## src/rtl/clint_arbiter_pkg.sv

```systemverilog
// Shared interface definitions for the data-bus peripherals and the CLINT arbiter.
// Holds the bus bundles, the arbiter state type and the CLINT register map.
package clint_arbiter_pkg;

   localparam int CLINT_ARB_TIMEOUT = 16;

   localparam logic [31:0] MTIMECMP_LOW_R  = 32'h0200_4000;
   localparam logic [31:0] MTIMECMP_HIGH_R = 32'h0200_4004;
   localparam logic [31:0] MTIME_LOW_R     = 32'h0200_BFF8;
   localparam logic [31:0] MTIME_HIGH_R    = 32'h0200_BFFC;

   typedef struct packed {
      logic        req;
      logic        we;
      logic [3:0]  be;
      logic [31:0] addr;
      logic [31:0] w_data;
   } type_dbus2peri_s;

   typedef struct packed {
      logic        ack;
      logic [31:0] r_data;
   } type_peri2dbus_s;

   typedef enum logic [1:0] {
      IDLE = 2'd0,
      BUSY = 2'd1,
      RESP = 2'd2
   } type_clint_arb_state_e;

endpackage

```

## src/rtl/clint_arbiter_rr_arb2.sv

```systemverilog
// Two-way round-robin grant decision; purely combinational.
module rr_arb2 (
   input  logic [1:0] valid,
   input  logic       rr_ptr,
   output logic       grant
);

   // A lone requester always wins; a tie is broken by the rotating pointer.
   always_comb begin
      grant = 1'b0;
      case (valid)
         2'b10:   grant = 1'b1;
         2'b11:   grant = rr_ptr;
         default: grant = 1'b0;
      endcase
   end

endmodule

```

## src/rtl/clint_arbiter.sv

```systemverilog
// Shares the single CLINT port between the core data bus and the debug module,
// one transaction at a time, with a bounded wait for the CLINT response.
module clint_arbiter
   import clint_arbiter_pkg::*;
#(
   parameter int TIMEOUT_CYCLES = CLINT_ARB_TIMEOUT
) (
   input  logic            clk,
   input  logic            rst,
   input  type_dbus2peri_s dbus2arb0_i,
   input  logic            sel0_i,
   output type_peri2dbus_s arb2dbus0_o,
   input  type_dbus2peri_s dbus2arb1_i,
   input  logic            sel1_i,
   output type_peri2dbus_s arb2dbus1_o,
   output type_dbus2peri_s arb2clint_o,
   output logic            clint_sel_o,
   input  type_peri2dbus_s clint2arb_i,
   output logic            timeout_o
);

   localparam logic [7:0] TIMEOUT_LAST = 8'(TIMEOUT_CYCLES - 1);

   type_clint_arb_state_e state;
   type_clint_arb_state_e state_next;

   logic        rr_ptr;
   logic        winner;
   logic [7:0]  cnt;
   logic [31:0] rdata_q;
   logic        timeout_q;
   logic [1:0]  valid;
   logic        grant;
   logic        timeout_hit;

   assign valid       = {dbus2arb1_i.req & sel1_i, dbus2arb0_i.req & sel0_i};
   assign timeout_hit = (cnt == TIMEOUT_LAST) && !clint2arb_i.ack;

   rr_arb2 u_rr_arb2 (
      .valid  (valid),
      .rr_ptr (rr_ptr),
      .grant  (grant)
   );

   always_ff @(posedge clk) begin
      if (rst) state <= IDLE;
      else     state <= state_next;
   end

   always_comb begin
      state_next = state;
      case (state)
         IDLE:    if (|valid) state_next = BUSY;
         BUSY:    if (clint2arb_i.ack || timeout_hit) state_next = RESP;
         RESP:    state_next = IDLE;
         default: state_next = IDLE;
      endcase
   end

   // An ack arriving on the last allowed cycle beats the timeout.
   always_ff @(posedge clk) begin
      if (rst) begin
         rr_ptr    <= 1'b0;
         winner    <= 1'b0;
         cnt       <= 8'd0;
         rdata_q   <= 32'd0;
         timeout_q <= 1'b0;
      end else begin
         case (state)
            IDLE: begin
               if (|valid) begin
                  winner    <= grant;
                  cnt       <= 8'd0;
                  timeout_q <= 1'b0;
               end
            end
            BUSY: begin
               if (clint2arb_i.ack) begin
                  rdata_q   <= clint2arb_i.r_data;
                  timeout_q <= 1'b0;
               end else if (timeout_hit) begin
                  rdata_q   <= 32'd0;
                  timeout_q <= 1'b1;
               end else if (cnt != 8'hFF) begin
                  cnt <= cnt + 8'd1;
               end
            end
            RESP:    rr_ptr <= ~winner;
            default: ;
         endcase
      end
   end

   // Outputs are held at zero while reset is asserted so an abandoned
   // transaction can never leak an ack.
   always_comb begin
      arb2clint_o = '0;
      clint_sel_o = 1'b0;
      arb2dbus0_o = '0;
      arb2dbus1_o = '0;
      timeout_o   = 1'b0;
      if (!rst) begin
         case (state)
            BUSY: begin
               arb2clint_o = winner ? dbus2arb1_i : dbus2arb0_i;
               clint_sel_o = 1'b1;
            end
            RESP: begin
               if (winner) begin
                  arb2dbus1_o.ack    = 1'b1;
                  arb2dbus1_o.r_data = rdata_q;
               end else begin
                  arb2dbus0_o.ack    = 1'b1;
                  arb2dbus0_o.r_data = rdata_q;
               end
               timeout_o = timeout_q;
            end
            default: ;
         endcase
      end
   end

endmodule

```

## config.mk

```make
export PLATFORM = sky130hd
export DESIGN_NAME = clint_arbiter
export DESIGN_NICKNAME = d
export VERILOG_FILES = /design/src/rtl/clint_arbiter_pkg.sv /design/src/rtl/clint_arbiter_rr_arb2.sv /design/src/rtl/clint_arbiter.sv
export SDC_FILE = /design/constraint.sdc
export NUM_CORES = 1
export LEC_CHECK = 0
export BUFFER_PORTS_ARGS = -buffer_cell sky130_fd_sc_hd__buf_2
export CAP_MARGIN = 25
export CORE_AREA = 2 2 121 123
export CTS_BUF_LIST = sky130_fd_sc_hd__clkbuf_4 sky130_fd_sc_hd__clkbuf_8
export DETAILED_ROUTE_END_ITERATION = 16
export DIE_AREA = 0 0 123 125
export GPL_ROUTABILITY_DRIVEN = 0
export HOLD_SLACK_MARGIN = 0.02
export PLACE_DENSITY_LB_ADDON = 0.08
export REMOVE_ABC_BUFFERS = 1
export SLEW_MARGIN = 20
export SYNTH_ARGS = -nofsm -noshare
export SYNTH_HDL_FRONTEND = slang
export SYNTH_SLANG_ARGS = --single-unit
```

## constraint.sdc

```tcl
create_clock -name clk -period 1.69 [get_ports clk]
set_input_delay 0.0845 -clock clk [delete_from_list [all_inputs] [get_ports clk]]
set_output_delay 0.0845 -clock clk [all_outputs]
set_load 0.02 [all_outputs]
```

* Word level (Yosys, flattened, before mapping)
Cells that the tools add are included.
** Storage, ports and cells
- Word-level logic and storage cells :: 62
- Register bits :: 45
- Bits of input ports :: 177
** Operators by class
- Equal/unequal tests :: 12
- Add/sub/neg operators :: 1
- Bitwise operators :: 3
- Muxes and demuxes :: 28
- Reductions and logical operators :: 12
** Operators by type and width (count)
- two-way mux 70 bit :: 3
- two-way mux 33 bit :: 6
- two-way mux 32 bit :: 2
- two-way mux 8 bit :: 4
- case mux 8 bit (2 select lines) :: 1
- != test 2 bit (second input constant) :: 5
- adder 8 x 1 -> 8 bit (second input constant) :: 1
- == test 8 x 4 -> 1 bit (second input constant) :: 1
- != test 8 bit (second input constant) :: 1
- two-way mux 1 bit :: 7
- == test 2 bit (second input constant) :: 3
- AND reduction 2 bit :: 3
- AND reduction 5 bit :: 1
- two-way mux 2 bit :: 2
- case mux 1 bit (2 select lines) :: 2
- case mux 2 bit (2 select lines) :: 1
- nonzero test 2 bit :: 2
- != test 3 bit (second input constant) :: 1
- AND reduction 3 bit :: 1
- AND 1 bit :: 2
- == test 2 x 1 -> 1 bit (second input constant) :: 1
- zero test 2 bit :: 1
- OR reduction 2 bit :: 1
- logical AND 1 bit :: 1
- other kinds (3) :: 3

* Logic depth before layout (Yosys ltp)
Gate-level depths: netlist (run 1).
- Depth after elaboration :: 5
- Gate-level depth with buffers :: 6

* Hierarchy
From an unflattened synthesis (run 1), not the netlist that was laid out.
** Unflattened totals
- Cells, all modules :: 456
- Area, all modules :: 3321.9 sq um
** By module, submodules not included
- clint_arbiter :: instances 1, cells an instance 454, area an instance 3310.7 sq um, seq. area each 900.9 sq um
- rr_arb2 :: instances 1, cells an instance 2, area an instance 11.3 sq um, seq. area each 0.0 sq um

* Least setup slack after synthesis (run 1)
OpenSTA, ideal clock, no wires.
- Kind :: reg2reg
- From :: reg cnt[0]
- To :: reg cnt[2]
- Data required time :: 1.573 ns
- Arrival :: 1.606 ns
- Library setup time :: 0.117 ns
- Buffers on the path :: 0
- Slack :: -0.034 ns
- Cell stages (with the launch flop) :: 6
- Path through :: dfxtp_1 -> ha_1 -> and4b_4 -> a211o_1 -> a221o_1 -> a32o_1
** Between the ends
- Cells in the longest elaborated chain, start to end :: 5
- Elaborated cells between the ends (all ways) :: 11
** RTL lines
- start, declared :: line clint_arbiter.sv:29 : logic [7:0] cnt;
- start signal, assigned :: line clint_arbiter.sv:85 : cnt <= cnt + 8'd1;
- adder 8 x 1 -> 8 bit :: line clint_arbiter.sv:85
- two-way mux 8 bit :: line clint_arbiter.sv:84 : end else if (cnt != 8'hFF) begin
- two-way mux 8 bit :: line clint_arbiter.sv:81 : end else if (timeout_hit) begin
- two-way mux 8 bit :: line clint_arbiter.sv:78 : if (clint2arb_i.ack) begin
- case mux 8 bit (2 select lines) :: line clint_arbiter.sv:69 : case (state)
Parallel ways exist; a longest one is shown, timed or not. The select of a mux whose other input is x is not followed.
A chain may end at the register's enable or synchronous reset.

==> key figures, run 1 <==
STA
  – Final setup violating endpoints: 46
  – Slew at the pin closest to its max-slew limit: 396 ps
  – Total Neg Setup Slack: -634 ps
  – Clk_skew: 10.8 ps
  – Final setup margin: -41.8 ps
  – Final slew viol count: 0
  – RSZ-0062 raised after global routing: true
  – Crit path time final: about 1700 ps
  – Tcrit/Tclk final: 102%
  – F_max: 577 MHz
  – Max_slew headroom: between 70 and 80%
  – Final Hold Viols: 0

Power and ir drop
  – Static leakage: ~3.3 nW
  – PwrDens: ~480 mW/mm^2
  – Maximum VDD drop: 472 uV
  – Total power draw: between 0.003 and 0.004 W

Routing
  – Met2 WL: 8860 um
  – M1 WL: 7290 um
  – Via/cell ratio: between 4 and 5
  – Initial DRC Count: roughly 180
  – Met3 WL post-DR: 1370 um
  – Per-cell routed wire length: approximately 18 um
  – DRT Wirelength: between 15000 and 20000 um
  – Antenna-violating nets left: 0
  – Via Count: 4774
  – Residual DRC: 0
  – DR top layer: met5
  – First-pass detailed-route iteration total: 4

Yosys
  – Syn Std Cell Area: 0.00336 sq mm
  – Post-Synth Adder-Cell Area: less than 1%
  – Seq/Total Area, Yosys: a little over a quarter
  – Mux contribution to synthesized area: a little over a fifth
  – FF+latch count, synth: 45
  – Synth Area in Simple Gates: slightly below 30%
  – Compound-Gate Fraction of Synth Area: 16.1%
  – Main combinational cell family by area after synthesis: simple AND/OR/NAND/NOR gates
  – Cell variety after synth: 38
  – Ys Warns: 0
  – Post-Syn Instances: around 460
  – Post-Synth XOR/XNOR Area: 0%
  – Avg Cell Area, Syn: around 7.3 sq um

Die
  – Die Area: 0.0154 sq mm
  – Die Wd: ~120 um
  – Starting Density: a little under a quarter
  – CORE AREA: roughly 0.014 sq mm
  – Die H: between 100 and 150 um
  – Num rows: 44
  – IO Count: between 300 and 400

Critical path
  – Critical Path Start Type: register
  – CP Cell Sequence: or3b_4, clkbuf_16, nor2_1, buf_4
  – R2r worst-path depth: 5
  – Largest stage delay on the critical path: approximately 490 ps
  – Crit-path slowest cell: or3b_4
  – Critical Path RT: 1610 ps
  – Setup CP Type: reg -> out
  – Crit Path Max Fanout: 16
  – RR Startpoint: cnt[1]
  – Critical Path Sink Type: output pin
  – Worst Setup SP: state[0]
  – WP data arrival: ~1700 ps

Global routing
  – Vias in the first global route: approximately 4500
  – Grt ovf: 0
  – First-pass GRT wire length: around 25000 um
  – Global Route Usage Sum: between 20 and 25%
  – Pin count of the biggest net entering global routing: 36
  – Initial antenna violation count: 3

CTS
  – CTS tree: yes
  – H-tree levels: 2
  – Clock Pin Slew Worst Setup and Hold Paths: 90 ps
  – CTS Sinks: 45
  – Root buffer cell: clkbuf_8
  – CTS Buffer Depth: 2
  – Num CTS Buffers: 5
  – Worst-skew pair later-pin latency: 300 ps

Min path
  – Hold path startpoint: clint2arb_i[16]
  – Worst hold path depth: 3
  – Tightest Hold Check Type: in -> reg

Layout
  – Fill cell count: approximately 1400
  – Share of cells above drive strength 1: around 56%
  – Commonest non-fill, non-tap cell in the layout: buf_2
  – Final instance area: 0.00677 sq mm
  – Fin nets: roughly 1000
  – Most frequent cells in the layout: 209 x buf_2, 92 x buf_4, 72 x mux2i_1
  – Layout Utilization: a little under half
  – Layout area overhead: 101%

Place
  – Area after DPL: roughly 0.0054 sq mm
  – DP Wirelength: ~13000 um
  – IO Port Bufs: about 310
  – Post-Place Worst Slack: -52.7 ps

Flow run
  – Max Cap Viol: 0

Outcome
  – Failing checks: negative setup slack
  – Outcome: finished, violations left
==> registers in the layout (all words and copies together), names as in the netlist <==
signal / cells
cnt: 8
rdata_q: 32
rr_ptr: 1
state: 2
timeout_q: 1
winner: 1
==> final timing paths <==
path / slack [ps] / to
worst min register to register: 480 / rdata_q[2]
worst max-delay path: -40 / arb2clint_o[67]
worst min-delay path: 30 / rdata_q[16]
worst max register to register: 0 / cnt[2]
==> logic make-up (layout without fill, tap and decap cells) <==
logic type | Yosys count | count (layout)
AO/OA/AOI/OAI | 92 | 92
adder cells (fa/ha/maj) | 1 | 1
buffers and inverters | 49 | 410
flip-flops | 45 | 45
multiplexers | 72 | 72
other | 0 | 3
AND/OR/NAND/NOR | 202 | 202
==> metal layers <==
layer | vias up | global-route usage, %
met5 | - | 0
li1 | 2327 | -
met2 | 189 | 35.6
met4 | 6 | 2.54
met1 | 2234 | 26.1
met3 | 18 | 4.61
==> repair_timing <==
action	4_1_cts	5_1_grt
pin swaps	12	29
hold buffers	23	0
endpoints found under the hold margin	23	0
endpoints found under the setup margin	144	167
setup buffers	9	3
cloned	4	5
resized for setup	148	111
==> per-stage QoR <==
stage / cells / hold slack [ps]
floorplan: 420 / 154
global placement: 956 / 325
detailed placement: 956 / 333
global route: 1006 / 32.9
finish: 1009 / 33.0
CTS: 1000 / 22.6
==> power by group <==
group          internal, W  total (W)  leakage [nW]  switching [W]
registers          0.00110    0.00113         0.367      0.0000354
clock network     0.000596   0.000998        0.0688       0.000402
logic             0.000556    0.00110          2.83       0.000546
==> critical path: cells and delay by family, from the launching register on <==
| family | cells | cell delay, ps |
|---|---|---|
| and+or+nand+nor | 2 | 610 |
| buffers and inverters | 2 | 380 |
| DFF | 1 | 350 |
==> synthesized netlist by cell type <==
cell type | n | area, sq um
nor4_2 | 1 | 12.5
nand2b_4 | 1 | 13.8
a211o_1 | 3 | 26.3
buf_2 | 5 | 25.0
a221oi_1 | 2 | 17.5
inv_1 | 8 | 30.0
nor2_1 | 78 | 293
mux2i_1 | 72 | 721
nand2_1 | 37 | 139
nor3_1 | 5 | 25.0
or3b_2 | 1 | 8.76
a221o_1 | 1 | 10.0
or3b_1 | 1 | 8.76
o32a_1 | 1 | 10.0
a21oi_1 | 37 | 185
o21ai_0 | 34 | 170
a21boi_0 | 1 | 7.51
a32o_1 | 2 | 20.0
buf_1 | 2 | 7.51
nand4_1 | 1 | 6.26
o31ai_1 | 2 | 15.0
a211oi_2 | 1 | 12.5
and2_1 | 34 | 213
ha_1 | 1 | 12.5
o311ai_0 | 1 | 8.76
dfxtp_1 | 45 | 901
nand2b_1 | 1 | 6.26
or4_1 | 1 | 7.51
a21oi_2 | 1 | 8.76
nor3b_1 | 1 | 7.51
o2111ai_1 | 3 | 26.3
and4b_4 | 1 | 13.8
nand3_1 | 2 | 10.0
or3_1 | 2 | 12.5
nor4_1 | 1 | 6.26
o211ai_1 | 3 | 22.5
and3_1 | 34 | 213
clkbuf_1 | 34 | 128
==> final cells by class <==
| class | count | area (sq um) | share of cell area [%] |
|---|---|---|---|
| Antenna cell | 3 | 7.51 | 0.111 |
| Clock buffer | 5 | 68.8 | 1.02 |
| Clock inverter | 3 | 68.8 | 1.02 |
| Inverter | 8 | 30.0 | 0.444 |
| Multi-Input combinational cell | 367 | 2520 | 37.3 |
| Sequential cell | 45 | 910 | 13.4 |
| Tap cell | 184 | 230 | 3.40 |
| Timing Repair Buffer | 394 | 2930 | 43.3 |
Note: power is estimated with default switching activity, not from simulation.
==> run 2: changes to the inputs <==
--- a/config.mk
+++ b/config.mk
@@ -7,10 +7,10 @@
 export LEC_CHECK = 0
 export BUFFER_PORTS_ARGS = -buffer_cell sky130_fd_sc_hd__buf_2
 export CAP_MARGIN = 25
-export CORE_AREA = 2 2 121 123
+export CORE_AREA = 2 2 123 125
 export CTS_BUF_LIST = sky130_fd_sc_hd__clkbuf_4 sky130_fd_sc_hd__clkbuf_8
 export DETAILED_ROUTE_END_ITERATION = 16
-export DIE_AREA = 0 0 123 125
+export DIE_AREA = 0 0 125 127
 export GPL_ROUTABILITY_DRIVEN = 0
 export HOLD_SLACK_MARGIN = 0.02
 export PLACE_DENSITY_LB_ADDON = 0.08
==> constraint.sdc (replaced) <==
create_clock -name clk -period 1.9 [get_ports clk]
set_input_delay 0.095 -clock clk [delete_from_list [all_inputs] [get_ports clk]]
set_output_delay 0.095 -clock clk [all_outputs]
set_load 0.02 [all_outputs]
==> key figures, run 2 (synthesis gave the netlist of run 1 again) <==
Layout
  – Register with the most flip-flops: rdata_q
  – Top Registers: rdata_q (32), cnt (8), state (2)
  – Share of cells above drive strength 1: a little under half
  – Final instance area: about 0.0056 sq mm
  – Most frequent cells in the layout: 311 x buf_2, 73 x nor2_1, 72 x mux2i_1
  – Fin nets: ~960
  – Commonest non-fill, non-tap cell in the layout: buf_2
  – Max reg flops: 32
  – Layout area overhead: 66.1%

STA
  – Fin Hold WS: between 20 and 30 ps
  – Crit path time final: around 1800 ps
  – RSZ-0062 raised after global routing: false
  – Clk_skew: roughly 11 ps
  – Total Neg Setup Slack: 0 ps
  – Final slew viol count: 0
  – Slew at the pin closest to its max-slew limit: between 500 and 600 ps
  – Final setup violating endpoints: 0
  – F_max: roughly 550 MHz
  – Final Hold Viols: 0
  – Final setup margin: a little under 100 ps
  – Max_slew headroom: between 60 and 70%
  – Tcrit/Tclk final: 94.9%

Power and ir drop
  – Clock network power share: a little under a third
  – Sequential Power Share: roughly two fifths
  – Static leakage: between 2 and 3 nW
  – Maximum VDD drop: between 300 and 400 uV
  – Gate power share: 30.7%
  – Total power draw: 0.00257 W
  – PwrDens: 461 mW/mm^2
  – Internal power: approximately 0.0018 W
  – Net Sw Frac: between 30% and 40%
  – Net Sw Power: 0.000796 W

Global routing
  – Vias in the first global route: about 4200
  – Global Route Usage Sum: between 10% and 20%
  – Grt ovf: 0
  – First-pass GRT wire length: roughly 23000 um
  – Pin count of the biggest net entering global routing: 40
  – Initial antenna violation count: 3

CTS
  – H-tree levels: 2
  – Clock Pin Slew Worst Setup and Hold Paths: about 90 ps
  – CTS Sinks: 45
  – CTS Buffer Depth: 2
  – Num CTS Buffers: 5
  – Root buffer cell: clkbuf_8
  – Worst-skew pair later-pin latency: 300 ps
  – CTS tree: yes

Place
  – DP Wirelength: between 10000 and 15000 um
  – IO Port Bufs: 314
  – Area after DPL: approximately 0.0052 sq mm
  – Post-Place Worst Slack: between 80 and 90 ps

Routing
  – Initial DRC Count: about 240
  – Residual DRC: 0
  – DR top layer: met5
  – Met2 WL: around 8000 um
  – Via/cell ratio: around 4.6
  – DRT Wirelength: 15800 um
  – Per-cell routed wire length: ~16 um
  – M1 WL: ~6800 um
  – Met3 WL post-DR: 867 um
  – First-pass detailed-route iteration total: 4
  – Via Count: approximately 4400
  – Antenna-violating nets left: 0

Die
  – Die Area: between 0.015 and 0.02 sq mm
  – Die H: between 100 and 150 um
  – Num rows: 44
  – CORE AREA: ~0.014 sq mm
  – Die Wd: between 100 and 150 um
  – Starting Density: a little under a quarter
  – IO Count: between 300 and 400

Outcome
  – Outcome: completed

Critical path
  – Critical Path Sink Type: register
  – Critical Path RT: 2100 ps
  – WP data arrival: around 2000 ps
  – Crit Path Max Fanout: 5
  – Critical Path Start Type: register
  – Setup CP Type: reg -> reg

Min path
  – Tightest Hold Check Type: in -> reg

Flow run
  – Max Cap Viol: 0
## run 2: cell types whose count changed in the layout (fill, tap and decap cells not counted), sizes merged
cell         delta
diode           -2
clkinvlp        +1
buf            -33
dlygate4sd3     -6
clkbuf          -3
inv             -1
bufinv          -1
## run 2: power groups by stage
stage	sequential, W	combinational (W)	clock (W)
after floorplan	0.00105	0.000355	0
after global placement	0.00103	0.000729	0
after detailed placement	0.00104	0.000738	0
after CTS	0.00101	0.000784	0.000799
after global routing	0.00101	0.000860	0.000842
final	0.00101	0.000791	0.000775
## run 2: stage by stage
stage	instances	util, %
after detailed placement	936	36.2
final	964	38.7
after floorplan	420	-
after global placement	936	36.2
after CTS	962	38.5
after global routing	964	38.7
## run 2: what timing repair did
item | 4_1_cts | 5_1_grt
gates resized for setup | 3 | 10
pin swaps | 0 | 0
hold endpoints to repair | 17 | 0
hold buffers | 17 | 0
setup endpoints to repair | 70 | 37
cloned | 1 | 0
setup buffers | 0 | 1
## run 2: path summary, 6_finish.rpt
path         cells past startpoint  slack (ps)      startpoint           to
min reg2reg                      2         490     rdata_q[23]  rdata_q[23]
min                              3          30  clint2arb_i[9]   rdata_q[9]
max                              5         100          cnt[1]       cnt[2]
max reg2reg                      5         100          cnt[1]       cnt[2]
## run 2: layout make-up
cell class	instances	area (sq um)
timing repair buffer	351	1990
fill	1586	8840
antenna	1	2.50
clock buffer	6	82.6
inverter	8	30.0
clock inverter	2	37.5
multi-input combinational	367	2300
sequential	45	910
tap	184	230
## run 2: worst max-delay path, cell delays in order, from the launching register on
cell,delay [ps]
dfxtp_1,350
ha_2,210
and4b_4,210
a211o_4,350
a221o_1,330
a32o_1,260
## run 2: layer usage
| layer | track usage (%) | up-vias |
|---|---|---|
| li1 | - | 2232 |
| met1 | 22.5 | 2051 |
| met2 | 33.6 | 147 |
| met3 | 3.43 | 13 |
| met4 | 3.14 | 2 |
| met5 | 0 | - |
